<file path="config.mk">
export PLATFORM = sky130hd
export DESIGN_NAME = fighter_pose_sequencer
export DESIGN_NICKNAME = d
export VERILOG_FILES = /design/src/rtl/fighter_pose_sequencer.sv
export SDC_FILE = /design/constraint.sdc
export NUM_CORES = 1
export LEC_CHECK = 0
export CAP_MARGIN = 15
export CORE_MARGIN = 1
export CORE_UTILIZATION = 35
export CTS_BUF_LIST = sky130_fd_sc_hd__clkbuf_8
export DETAILED_ROUTE_END_ITERATION = 7
export HOLD_SLACK_MARGIN = 0.06
export MAX_ROUTING_LAYER = met4
export PLACE_DENSITY = 0.61
export SLEW_MARGIN = 5
export SYNTH_ARGS = -nofsm -noshare
export SYNTH_HDL_FRONTEND = slang
export SYNTH_SLANG_ARGS = --single-unit
</file>
<file path="constraint.sdc">
create_clock -name vga_clk -period 2.7 [get_ports vga_clk]
set_clock_uncertainty 0.1 [all_clocks]
set_input_delay 0.81 -clock vga_clk [delete_from_list [all_inputs] [get_ports vga_clk]]
set_output_delay 0.81 -clock vga_clk [all_outputs]
set_load 0.1 [all_outputs]
</file>
<file path="src/rtl/fighter_pose_sequencer.sv">
// Per-player pose FSM (stand/crouch/punch/kick/stun) advanced on frame ticks, plus the
// registered 64x64 sprite ROM address generator with horizontal mirroring.
module fighter_pose_sequencer #(
  parameter int unsigned SPRITE_W      = 64,
  parameter int unsigned SPRITE_H      = 64,
  parameter int unsigned ADDR_W        = 12,
  parameter int unsigned PUNCH_FRAMES  = 12,
  parameter int unsigned KICK_FRAMES   = 16,
  parameter int unsigned ACTIVE_FRAMES = 4,
  parameter int unsigned STUN_FRAMES   = 20
) (
  input  logic              vga_clk,
  input  logic              reset_n,
  input  logic              frame_tick,
  input  logic              btn_crouch,
  input  logic              btn_punch,
  input  logic              btn_kick,
  input  logic              hit,
  input  logic              facing_left,
  input  logic [9:0]        sprite_x,
  input  logic [9:0]        sprite_y,
  input  logic [9:0]        DrawX,
  input  logic [9:0]        DrawY,
  output logic [2:0]        pose,
  output logic [ADDR_W-1:0] rom_address,
  output logic              in_sprite,
  output logic              attack_active,
  output logic              busy
);

  localparam int unsigned XW = $clog2(SPRITE_W);

  typedef enum logic [2:0] {
    StStand  = 3'd0,
    StCrouch = 3'd1,
    StPunch  = 3'd2,
    StKick   = 3'd3,
    StStun   = 3'd4
  } state_e;

  state_e            state_q, state_d;
  logic [5:0]        cnt_q, cnt_d;
  logic              hit_pending_q, hit_pending_d;
  logic              attack_q, attack_d;
  logic              busy_q, busy_d;
  logic [9:0]        x_q, y_q;
  logic              facing_q;
  logic [ADDR_W-1:0] addr_q, addr_d;
  logic              in_q, in_d;
  logic [10:0]       rel_x, rel_y;
  logic [XW-1:0]     col;

  always_comb begin
    state_d       = state_q;
    cnt_d         = cnt_q;
    hit_pending_d = hit_pending_q;
    if (frame_tick) begin
      hit_pending_d = 1'b0;
      if (hit_pending_q || hit) begin
        state_d = StStun;
        cnt_d   = 6'(STUN_FRAMES - 1);
      end else if (busy_q) begin
        // Counter reaching zero ends the action; no new attack may start on this tick.
        if (cnt_q != 6'd0) begin
          cnt_d = cnt_q - 6'd1;
        end else begin
          state_d = btn_crouch ? StCrouch : StStand;
        end
      end else if (btn_punch) begin
        state_d = StPunch;
        cnt_d   = 6'(PUNCH_FRAMES - 1);
      end else if (btn_kick) begin
        state_d = StKick;
        cnt_d   = 6'(KICK_FRAMES - 1);
      end else begin
        state_d = btn_crouch ? StCrouch : StStand;
      end
    end else if (hit) begin
      hit_pending_d = 1'b1;
    end
    attack_d = ((state_d == StPunch) || (state_d == StKick)) && (cnt_d < 6'(ACTIVE_FRAMES));
    busy_d   = (state_d == StPunch) || (state_d == StKick) || (state_d == StStun);
  end

  // Address path uses the position latched at the last frame tick, not the live inputs.
  always_comb begin
    rel_x  = {1'b0, DrawX} - {1'b0, x_q};
    rel_y  = {1'b0, DrawY} - {1'b0, y_q};
    in_d   = !rel_x[10] && (rel_x < 11'(SPRITE_W)) && !rel_y[10] && (rel_y < 11'(SPRITE_H));
    col    = facing_q ? ~rel_x[XW-1:0] : rel_x[XW-1:0];
    addr_d = in_d ? ((ADDR_W'(rel_y) << XW) + ADDR_W'(col)) : '0;
  end

  always_ff @(posedge vga_clk or negedge reset_n) begin
    if (!reset_n) begin
      state_q       <= StStand;
      cnt_q         <= 6'd0;
      hit_pending_q <= 1'b0;
      attack_q      <= 1'b0;
      busy_q        <= 1'b0;
      x_q           <= 10'd0;
      y_q           <= 10'd0;
      facing_q      <= 1'b0;
      addr_q        <= '0;
      in_q          <= 1'b0;
    end else begin
      state_q       <= state_d;
      cnt_q         <= cnt_d;
      hit_pending_q <= hit_pending_d;
      attack_q      <= attack_d;
      busy_q        <= busy_d;
      addr_q        <= addr_d;
      in_q          <= in_d;
      if (frame_tick) begin
        x_q      <= sprite_x;
        y_q      <= sprite_y;
        facing_q <= facing_left;
      end
    end
  end

  assign pose          = state_q;
  assign rom_address   = addr_q;
  assign in_sprite     = in_q;
  assign attack_active = attack_q;
  assign busy          = busy_q;

endmodule

</file>
### Word level (Yosys, flattened, before mapping)

Index checks and enable logic that the tools add are counted.

| operators by class | value |
|---|---|
| add/sub/neg operators | 4 |
| $lt $le $gt $ge | 3 |
| equality and inequality tests | 3 |
| multiplexer cells | 17 |
| bitwise operators | 1 |
| reduce and logical (&&, ||, !) cells | 11 |

Operators by type and width:

| operator | number |
|---|---|
| two-way mux 6 bit | 7 |
| less-than comparator 11 x 7 -> 1 bit, second input constant | 2 |
| subtractor 10 x 10 -> 11 bit | 2 |
| adder 12 x 6 -> 12 bit | 1 |
| two-way mux 12 bit | 1 |
| two-way mux 3 bit | 4 |
| equality test 3 x 2 -> 1 bit, second input constant | 2 |
| less-than comparator 6 x 3 -> 1 bit, second input constant | 1 |
| inverter 6 bit | 1 |
| nonzero test 6 bit | 1 |
| subtractor 6 x 1 -> 6 bit, second input constant | 1 |
| logical AND 1 bit | 4 |
| two-way mux 2 bit | 2 |
| equality test 3 bit, second input constant | 1 |
| logical OR 1 bit | 3 |
| two-way mux 1 bit | 3 |
| logical NOT 1 bit | 2 |
| nonzero test 2 bit | 1 |

| storage, ports and cells | value |
|---|---|
| flip-flop bits (word level) | 46 |
| input port bits | 48 |
| output and inout port bits | 18 |
| word-level logic and storage cells | 49 |

### Logic depth before layout (Yosys ltp)

| logic depth | value |
|---|---|
| depth after elaboration | 9 |
| gate-level depth with buffers | 11 |
| gate-level depth less buffers | 10 |

### Worst setup path after synthesis

OpenSTA, ideal clock, no wires.

| timing path | value |
|---|---|
| path type | in2reg |
| from | input port DrawY[0] |
| to | register addr_q[3], in the netlist rom_address[3] |
| setup time | 0.080 ns |
| arrival | 2.952 ns |
| data required time | 2.520 ns |
| slack | -0.432 ns |
| stages on the path | 11 |
| buffers on the path | 1 |
| cell sequence | inv_1 > ha_1 > inv_1 > fa_1 > a21o_1 > a221o_1 > or3_1 > a22oi_2 > o2111ai_2 > buf_6 > nor3_4 |

| between the ends | value |
|---|---|
| cells in the longest elaborated chain, start to end | 5 |
| elaborated cells on any way between the ends | 6 |
| those cells by class | add/sub: 1; order compare: 1; mux: 1; reduce/logical: 3 |

Ends and longest elaborated chain:

| element | RTL line | RTL |
|---|---|---|
| from (decl) | 23 | `input logic [9:0] DrawY,` |
| subtractor 10 x 10 -> 11 bit * | 88 | `rel_y = {1'b0, DrawY} - {1'b0, y_q};` |
| parallel branches: the longest is 2 deep, another holds less-than comparator 11 x 7 -> 1 bit | n/a |  |
| logical AND 1 bit * | 89 | `in_d = !rel_x[10] && (rel_x < 11'(SPRITE_W)) && !rel_y[10] && (rel_y < 11'(SPRITE_H));` |
| two-way mux 12 bit * | 91 | `addr_d = in_d ? ((ADDR_W'(rel_y) << XW) + ADDR_W'(col)) : '0;` |
| named net addr_d[3] | 48 | `logic [ADDR_W-1:0] addr_q, addr_d;` |
| to (signal assigned) | 112 | `addr_q <= addr_d;` |
| to (decl) | 48 |  |

Mark *: on every way through the listed nets, which the timed path passes.
A chain may end at the register's enable or synchronous reset.

### Worst setup path in the final report

| timing path | value |
|---|---|
| from | input port DrawY[0] |
| to | register addr_q[11], in the netlist rom_address[11] |

| between the ends | value |
|---|---|
| cells in the longest elaborated chain, start to end | 5 |
| elaborated cells on any way between the ends | 7 |
| those cells by class | add/sub: 2; order compare: 1; mux: 1; reduce/logical: 3 |

Ends and longest elaborated chain:

| element | RTL line |
|---|---|
| subtractor 10 x 10 -> 11 bit * | 88 |
| parallel branches: the longest is 3 deep, another holds adder 12 x 6 -> 12 bit | n/a |
| two-way mux 12 bit * | 91 |
| named net addr_d[11] | 48 |

Marked as above.

==> metrics.md <==
| Metric | Value |
|---|---|
| GRT Total Usage | `0.1787` |
| Total power | `approximately 2.4 mW` |
| Initial antenna violation count | `0` |
| Tightest Pin Transition | `0.7677 ns` |
| Count of pins over their slew limit | `0` |
| Worst-Skew Late Latency | `0.30 ns` |
| Yosys reg bits | `between 40 and 50` |
| Sequential power share | `0.352` |
| Vias | `between 2000 and 3000` |
| Std-Cell Rows | `32` |
| Hold Buf Count CTS | `0` |
| Overflow left after global routing | `0` |
| Synth-to-layout area growth | `51.25%` |
| First-pass GRT wire length | `roughly 12000 µm` |
| Final GP Congestion | `around 0.90` |
| Final ANT Viol Nets | `0` |
| Critical Path AT | `roughly 3 ns` |
| IO Pins | `66` |
| Syn avg cell area | `between 9 and 10 µm²` |
| N_diodes | `0` |
| DRC viols | `0` |
| Crit-path max FO | `6` |
| Hold Fails Final Rpt | `0` |
| NetSw | `between 800 and 900 µW` |
| Mapped cell area | `0.002854 mm²` |
| Power Dens Cells | `roughly 550 mW/mm²` |
| Starting DRT DRC Count | `between 200 and 250` |
| Starting Density | `0.3655` |
| Root cell of the clock tree | `clkbuf_8` |
| Max_slew headroom | `0.4882` |
| CTS H-tree depth | `2` |
| Quantity of I/O buffers inserted on ports | `65` |
| Post-synth top flop | `dfrtp_1` |
| Core footprint | `approximately 0.0078 mm²` |
| Die ar. | `between 0.008 and 0.009 mm²` |
| Endpoints failing setup | `13` |
| CP Class | `in2reg` |
| Largest net degree at the start of global routing | `35` |
| Die height | `approximately 92 µm` |
| Number of global-route vias before repair | `2485` |
| VDD IR max | `0.2330 mV` |
| Ratio of final minimum period to clock period | `1.079` |
| Ratio of cells with drive above 1 in the final layout | `0.2927` |
| RSZ-0062 raised after global routing | `yes` |
| Final WS setup | `-0.2136 ns` |
| Clk slew on worst S/H paths | `roughly 0.09 ns` |
| Max-cap check violation count | `0` |
| Critical Path Source Type | `input port` |
| Element type at the critical path end | `flop` |
| Number of fill cells in the layout | `approximately 700` |
| CP required | `around 2.8 ns` |
| Final Util | `0.5529` |
| Via density | `4.841` |
| Chip Width | `92.30 µm` |
| Yosys Warn Count | `0` |
| DR pass1 iterations | `4` |
| Pint | `1.498 mW` |
| Clock Sinks | `between 40 and 50` |
| # nets final | `about 500` |
| Place WS | `-0.9936 ns` |
| Final min period | `between 2 and 3 ns` |
| Synth unique cells | `51` |
| HP Class | `reg2reg` |
| Achievable Freq | `roughly 340 MHz` |
| Mapped Nets | `between 300 and 400` |
| Clock network power share | `0.214` |
| Gate power share | `0.434` |
| Sw Share | `0.3690` |
| CTS max path bufs | `2` |
| DP HPWL | `between 5000 and 6000 µm` |
| Routed WL | `approximately 7100 µm` |
| Count of flip-flops with a built-in enable after synthesis | `0` |
| Multi-input gate area | `roughly 0.0017 mm²` |
| Avg WL per Cell | `roughly 13 µm` |
| Synth Instances | `roughly 300` |
| Post-synth ARST share | `1.000` |
| Pleak | `around 2 nW` |
| Setup tns final | `-2.298 ns` |
| Seq/Total Area, Yosys | `0.4033` |
| Reg area | `between 0.001 and 0.0015 mm²` |
| CTS tree | `built` |
| Failing checks | `setup timing` |
| CTS Buf Count | `5` |
| Status | `finished, violations left` |
[timing repair]
item                       CTS  global route
setup buffers                4             3
pin swaps                   11            10
setup endpoints to repair   13            13
resized for setup           22            26
gates cloned                 1             0
[worst paths after layout]
| kind | depth (start not counted) | start | slack [ns] | to |
|---|---|---|---|---|
| setup / recovery | 12 | DrawY[0] | -0.21 | rom_address[11] |
| hold / removal | 1 | x_q[0] | 0.43 | x_q[0] |
| setup reg to reg | 10 | y_q[0] | 0.03 | rom_address[11] |
| hold reg to reg | 1 | x_q[0] | 0.43 | x_q[0] |
| max in group asynchronous | 2 | reset_n | 1.41 | cnt_q[3] |
| min in group asynchronous | 1 | reset_n | 0.47 | y_q[2] |
[synthesized netlist by cell type (all sizes together) (4+ instances only)]
cell / count / area, µm²
nand2b: 5 / 31.28
nor2: 16 / 60.06
nor2b: 4 / 25.02
o31ai: 4 / 30.03
nand4: 4 / 25.02
a21oi: 13 / 65.06
clkbuf: 9 / 33.78
a21o: 7 / 52.55
dfrtp: 46 / 1151
xnor2: 9 / 78.83
o21ai: 36 / 180.2
ha: 21 / 262.8
inv: 31 / 116.4
xor2: 7 / 61.31
nand2: 31 / 116.4
nor3: 14 / 111.4
[through the flow]
stage                     cell area, µm²  std cells  hold slack [ns]
after detailed placement            3965        513           0.4046
after CTS                           4164        526           0.4288
after global placement              3965        513           0.4072
after floorplan                     2892        309           0.3849
after global routing                4317        529           0.4606
final                               4317        529           0.4325
[worst max-delay path, stage by stage]
cell	delay [ns]
buf_8	0.11
inv_12	0.04
ha_4	0.13
inv_2	0.03
fa_2	0.33
a21o_1	0.18
a221o_1	0.35
or3_1	0.33
a22oi_2	0.21
o2111ai_4	0.18
clkbuf_16	0.22
nor3_2	0.13
[cells in the final DEF (no fill, tap or decap), drive strengths merged, types with 3 or more instances in the layout]
cell,n
nand2,31
nor2,16
o21ai,36
ha,21
mux2,3
o31ai,4
a32oi,3
buf,76
dlygate4sd2,5
a21oi,13
and3,3
nand2b,5
nor2b,4
xor2,7
nand4,4
nor3,14
dfrtp,46
clkdlybuf4s50,37
nand3,3
inv,32
xnor2,9
a21o,7
nor4b,3
clkbuf,7
[area by class of cell]
| cell class | instances | area share |
|---|---|---|
| multi-input cells | 220 | 0.3983 |
| flip-flops and latches | 46 | 0.2667 |
| repair buffers | 122 | 0.2501 |
| inverters | 31 | 0.02986 |
| well taps | 102 | 0.02957 |
| clock buffers | 5 | 0.01594 |
| clock inverters | 3 | 0.009565 |
[sequential cells by signal (all words and copies together) (netlist names)]
name,flops
rom_address,12
in_sprite,1
y_q,10
pose,3
hit_pending_q,1
cnt_q,6
facing_q,1
busy,1
attack_active,1
x_q,10
[power groups by stage]
stage / combinational [mW] / clock [mW] / sequential [mW]
after floorplan: 0.476 / 0 / 0.958
after CTS: 0.970 / 0.524 / 0.835
after detailed placement: 0.939 / 0 / 0.849
after global placement: 0.931 / 0 / 0.848
after global routing: 1.13 / 0.552 / 0.849
final: 1.03 / 0.509 / 0.836
[kinds of logic after synthesis]
family                     share of synthesized area
and+or+nand+nor                               0.1631
AOI/OAI and AO/OA                             0.1990
buffers and inverters                        0.06050
DFF                                           0.4033
xor gates and xnor gates                     0.04910
muxes                                        0.01885
adders and majority gates                     0.1061
[routing by layer]
| metal | share of wire | wire [µm] | GRT usage |
|---|---|---|---|
| met1 | 0.47 | 3322 | 0.2431 |
| met2 | 0.49 | 3460 | 0.2815 |
| met3 | 0.035 | 252 | 0.02627 |
| met4 | 0.0096 | 68 | 0.04297 |
| met5 | 0 | 0 | - |
No activity file was read; power rests on OpenSTA's default activity.
